`src/rtl/imem_loader.sv`:
```
// Instruction-store writer: assembles a high-byte-first stream into 16-bit words,
// fills the DEPTH-entry store from address 0 and serves a registered fetch read port.
module imem_loader #(
  parameter int unsigned DEPTH = 8,
  parameter int unsigned AW    = 3,
  parameter int unsigned IW    = 16
) (
  input  logic          i_clk,
  input  logic          i_rst,
  input  logic          i_start,
  input  logic [AW:0]   i_load_count,
  input  logic          i_byte_valid,
  input  logic [7:0]    i_byte_data,
  output logic          o_byte_ready,
  input  logic [AW-1:0] i_rd_addr,
  output logic [IW-1:0] o_rd_instr,
  output logic [3:0]    o_rd_op,
  output logic          o_busy,
  output logic          o_done,
  output logic          o_err,
  output logic [AW:0]   o_wr_count
);

  localparam int unsigned CW = AW + 1;

  typedef enum logic [1:0] {
    S_IDLE    = 2'd0,
    S_LOAD_HI = 2'd1,
    S_LOAD_LO = 2'd2,
    S_DONE    = 2'd3
  } state_t;

  state_t          r_state;
  logic [AW-1:0]   r_wr_ptr;
  logic [CW-1:0]   r_wr_count;
  logic [CW-1:0]   r_count;
  logic [7:0]      r_hi;
  logic [IW-1:0]   r_mem [DEPTH];
  logic [IW-1:0]   r_rd_instr;
  logic            r_byte_ready;
  logic            r_busy;
  logic            r_done;
  logic            r_err;

  logic            w_xfer;
  logic            w_count_ok;
  logic            w_last_word;

  assign w_xfer      = i_byte_valid && r_byte_ready;
  assign w_count_ok  = (i_load_count != CW'(0)) && (i_load_count <= CW'(DEPTH));
  assign w_last_word = (r_wr_count + CW'(1)) == r_count;

  // Controller, store and read port; flags are registered alongside the state.
  always_ff @(posedge i_clk or negedge i_rst) begin
    if (!i_rst) begin
      r_state      <= S_IDLE;
      r_wr_ptr     <= '0;
      r_wr_count   <= '0;
      r_count      <= '0;
      r_hi         <= '0;
      r_rd_instr   <= '0;
      r_byte_ready <= 1'b0;
      r_busy       <= 1'b0;
      r_done       <= 1'b0;
      r_err        <= 1'b0;
      for (int i = 0; i < int'(DEPTH); i++) begin
        r_mem[i] <= '0;
      end
    end else begin
      // Reads sample the pre-write contents, so a same-address write shows next cycle.
      r_rd_instr <= r_mem[i_rd_addr];
      unique case (r_state)
        S_IDLE, S_DONE: begin
          if (i_start) begin
            if (w_count_ok) begin
              r_count      <= i_load_count;
              r_wr_ptr     <= '0;
              r_wr_count   <= '0;
              r_err        <= 1'b0;
              r_state      <= S_LOAD_HI;
              r_byte_ready <= 1'b1;
              r_busy       <= 1'b1;
              r_done       <= 1'b0;
            end else begin
              r_err <= 1'b1;
            end
          end
        end
        S_LOAD_HI: begin
          if (w_xfer) begin
            r_hi    <= i_byte_data;
            r_state <= S_LOAD_LO;
          end
        end
        S_LOAD_LO: begin
          if (w_xfer) begin
            r_mem[r_wr_ptr] <= IW'({r_hi, i_byte_data});
            r_wr_ptr        <= r_wr_ptr + AW'(1);
            r_wr_count      <= r_wr_count + CW'(1);
            if (w_last_word) begin
              r_state      <= S_DONE;
              r_byte_ready <= 1'b0;
              r_busy       <= 1'b0;
              r_done       <= 1'b1;
            end else begin
              r_state <= S_LOAD_HI;
            end
          end
        end
        default: begin
          r_state      <= S_IDLE;
          r_byte_ready <= 1'b0;
          r_busy       <= 1'b0;
          r_done       <= 1'b0;
        end
      endcase
    end
  end

  assign o_byte_ready = r_byte_ready;
  assign o_busy       = r_busy;
  assign o_done       = r_done;
  assign o_err        = r_err;
  assign o_wr_count   = r_wr_count;
  assign o_rd_instr   = r_rd_instr;
  assign o_rd_op      = r_rd_instr[IW-1 -: 4];

endmodule
```
`config.mk`:
```
export PLATFORM = sky130hd
export DESIGN_NAME = imem_loader
export DESIGN_NICKNAME = d
export VERILOG_FILES = /design/src/rtl/imem_loader.sv
export SDC_FILE = /design/constraint.sdc
export NUM_CORES = 1
export LEC_CHECK = 0
export CORE_UTILIZATION = 53
export CTS_BUF_LIST = sky130_fd_sc_hd__clkbuf_16
export DETAILED_ROUTE_END_ITERATION = 8
export HOLD_SLACK_MARGIN = 0.1
export PLACE_DENSITY = 0.75
export SYNTH_ARGS = -nofsm -noshare
export SYNTH_HDL_FRONTEND = slang
export SYNTH_SLANG_ARGS = --single-unit
```
`constraint.sdc`:
```
create_clock -name i_clk -period 2.12 [get_ports i_clk]
set_clock_uncertainty 0.15 [all_clocks]
set_input_delay 0.212 -clock i_clk [delete_from_list [all_inputs] [get_ports i_clk]]
set_output_delay 0.212 -clock i_clk [all_outputs]
set_load 0.005 [all_outputs]
```
==> flow_summary.yaml <==
outcome:
  status: "finished clean"
cells_and_area:
  multi_input_area_mm2: 0.003087
  layout_commonest_cell: "dfrtp_1"
  mostFrequentLayoutCells: "168 x dfrtp_1, 130 x mux2_2, 44 x clkdlybuf4s50_1, 32 x mux4_2, 22 x buf_4"
  regArea_mm2: 0.004204
  n_fill_cell: 976
  final_layout_size_suffix_gt1_frac: 0.4797
  antenna_cells: 0
  area_growth_syn_to_layout_pct: 19.85
  nets: 553
sta:
  min_period_ns: 1.984
  period_share: 0.9361
  holdWs_ns: 0.1739
  final_max_slew_viol_count: 0
  final-hold-violation-count: 0
  relSlewSlack: 0.6261
  rsz0062_at_grt: "false"
  clock.fmax_ghz: 0.5039
  worstMarginPinSlew_ns: 0.5608
  finalSetupViolCount: 0
worst_setup_path:
  crit_type: "reg2reg"
  cp-start-kind: "flip-flop"
  crit_chain: "inv_1, ha_2, buf_4, nor2b_1, a41oi_1, or2_2, mux2_2"
  crit_fanout: 13
  critical_path_buf_inv_count: 2
  crit_required_ns: 2.28
  cp_slowest_cell: "dfrtp_1"
  path_delay_family: "simple AND/OR/NAND/NOR gates"
  worstPathArrival_ns: 2.15
  rrSetupSlack_ns: 0.14
  slowest_delay_ns: 0.40
  cp-end-kind: "flip-flop"
die:
  io_pins: 47
  fp-row-count: 43
  die_area_mm2: 0.01459
  coreArea_mm2: 0.01383
  initial_utilization: 0.5410
  die_h_um: 120.8
  die_x_um: 120.8
global_route:
  grtUsageTotal: 0.2220
  grt-ovfl-total: 0
  antenna_found_initial: 0
  first_global_vias: 4536
  grt_first_pass_wirelength_mm: 23.81
  grt_max_degree: 59
logic_synthesis:
  syn_inst: 457
  synth_warnings: 0
  async_reset_ff_frac: 1.000
  syn-num-nets: 480
  synth_edf_count: 0
  synth_top_flop_cell: "dfrtp_1"
  netlist_area_mm2: 0.007481
  ys_seq_area_frac: 0.5620
  ys_types: 46
  synth_seq_cells: 168
  avgSynthCellArea_um2: 16.37
clock_network:
  ctsHtreeMaxLevel: 4
  clock_latency_ns: 0.43
  cts_root_buffer: "clkbuf_16"
  cts_setup_buffers: 0
  cts_sinks: 168
  path_clk_slew_ns: 0.06
  tritoncts: "built"
  clock_path_buffers: 2
  cts_buffers: 17
detailed_routing:
  first_iter_violations: 164
  first_pass_iters: 4
  routed_wl_mm: 14.38
  vias_per_cell: 5.737
  antenna_left: 0
  drc_errors: 0
  num_vias: 4142
  avgRoutedWirePerCell_um: 19.91
place:
  gp_congestion: 0.7459
  hpwl_mm: 9.125
  portBuffers: 46
pwr:
  finalPower_mw: 9.515
  power_density_mw_per_mm2: 1061
  p_leak_nw: 4.247
  peakVddDrop_mv: 0.5898
flow_run:
  maxCapViolCount: 0
worst_hold_path:
  hold_class: "in2async"
worst paths after layout:
kind	startpoint	end	cells after the start
min reg2reg	r_mem[96]	r_mem[96]	1
max	r_state[0]	o_wr_count[0]	7
min in group i_clk	i_load_count[2]	r_count[3]	2
max reg2reg	r_state[0]	o_wr_count[0]	7
min	i_rst	o_rd_instr[6]	2
max in group asynchronous	i_rst	r_mem[95]	3
Yosys cell counts (2+ instances only):
master	n	area, um2
dfrtp_1	168	4204
mux2_2	130	1464
mux4_2	32	720.7
mux2_4	20	300.3
nand2_1	11	41.29
buf_2	9	45.04
clkbuf_1	6	22.52
mux2_1	6	67.56
nor2_2	6	37.54
buf_4	5	37.54
o21ai_0	5	25.02
ha_1	4	50.05
inv_1	4	15.01
nand3_1	4	20.02
xnor2_1	4	35.03
buf_6	3	33.78
o31ai_1	3	22.52
a21boi_0	2	15.01
a22o_1	2	17.52
nand2b_1	2	12.51
nand4_1	2	12.51
nor2_1	2	7.510
o211ai_1	2	15.01
or3_1	2	12.51
xor2_1	2	17.52
routing by layer:
layer	part of all wire	vias to the layer above	GRT usage
li1	-	1846	-
met1	0.45	2208	0.2976
met2	0.51	73	0.3581
met3	0.026	15	0.04434
met4	0.013	0	0.08796
met5	0	-	0
flip-flops by register name (all words and copies together) (netlist names):
| signal | count |
|---|---|
| r_mem | 128 |
| o_rd_instr | 16 |
| o_busy | 1 |
| o_done | 1 |
| r_count | 4 |
| r_state | 2 |
| o_wr_count | 4 |
| o_err | 1 |
| r_hi | 8 |
| r_wr_ptr | 3 |
timing repair:
action	in CTS	in global routing
endpoints found under the hold margin	149	0
setup endpoints to repair	0	1
hold buffers	1	0
resized for setup	0	1
report_power, final:
group / internal [mW] / switching [mW]
Clock: 1.83 / 1.24
Sequential: 3.84 / 0.515
Combinational: 1.32 / 0.774
area by class of cell:
class | instances | area share
flip-flops and latches | 168 | 0.4689
multi-input cells | 259 | 0.3443
repair buffers | 80 | 0.09503
clock buffers | 17 | 0.04745
well taps | 180 | 0.02512
clock inverters | 14 | 0.01758
inverters | 4 | 0.001675
cells by family (layout without fill, tap and decap cells):
kind of cell	Yosys count	count (layout)	share of synthesized area
AO/OA/AOI/OAI	23	23	0.02525
XOR/XNOR	6	6	0.007025
adder cells (fa/ha/maj)	4	4	0.006690
buffers and inverters	30	115	0.02575
flip-flops	168	168	0.5620
multiplexers	188	188	0.3412
AND/OR/NAND/NOR	38	38	0.03212
stage by stage:
step	TNS, ns	utilization	worst slack (ns)	cells	instance area (um2)
2_1_floorplan	0	-	0.1146	457	7481
3_3_place_gp	0	0.6054	0.01173	690	8371
3_5_place_dp	-0.1645	0.6054	-0.03961	690	8371
4_1_cts	0	0.6483	0.06395	722	8964
5_1_grt	0	0.6484	0.02114	722	8966
6_report	0	0.6484	0.1355	722	8966
(Power assumes the default switching activity.)
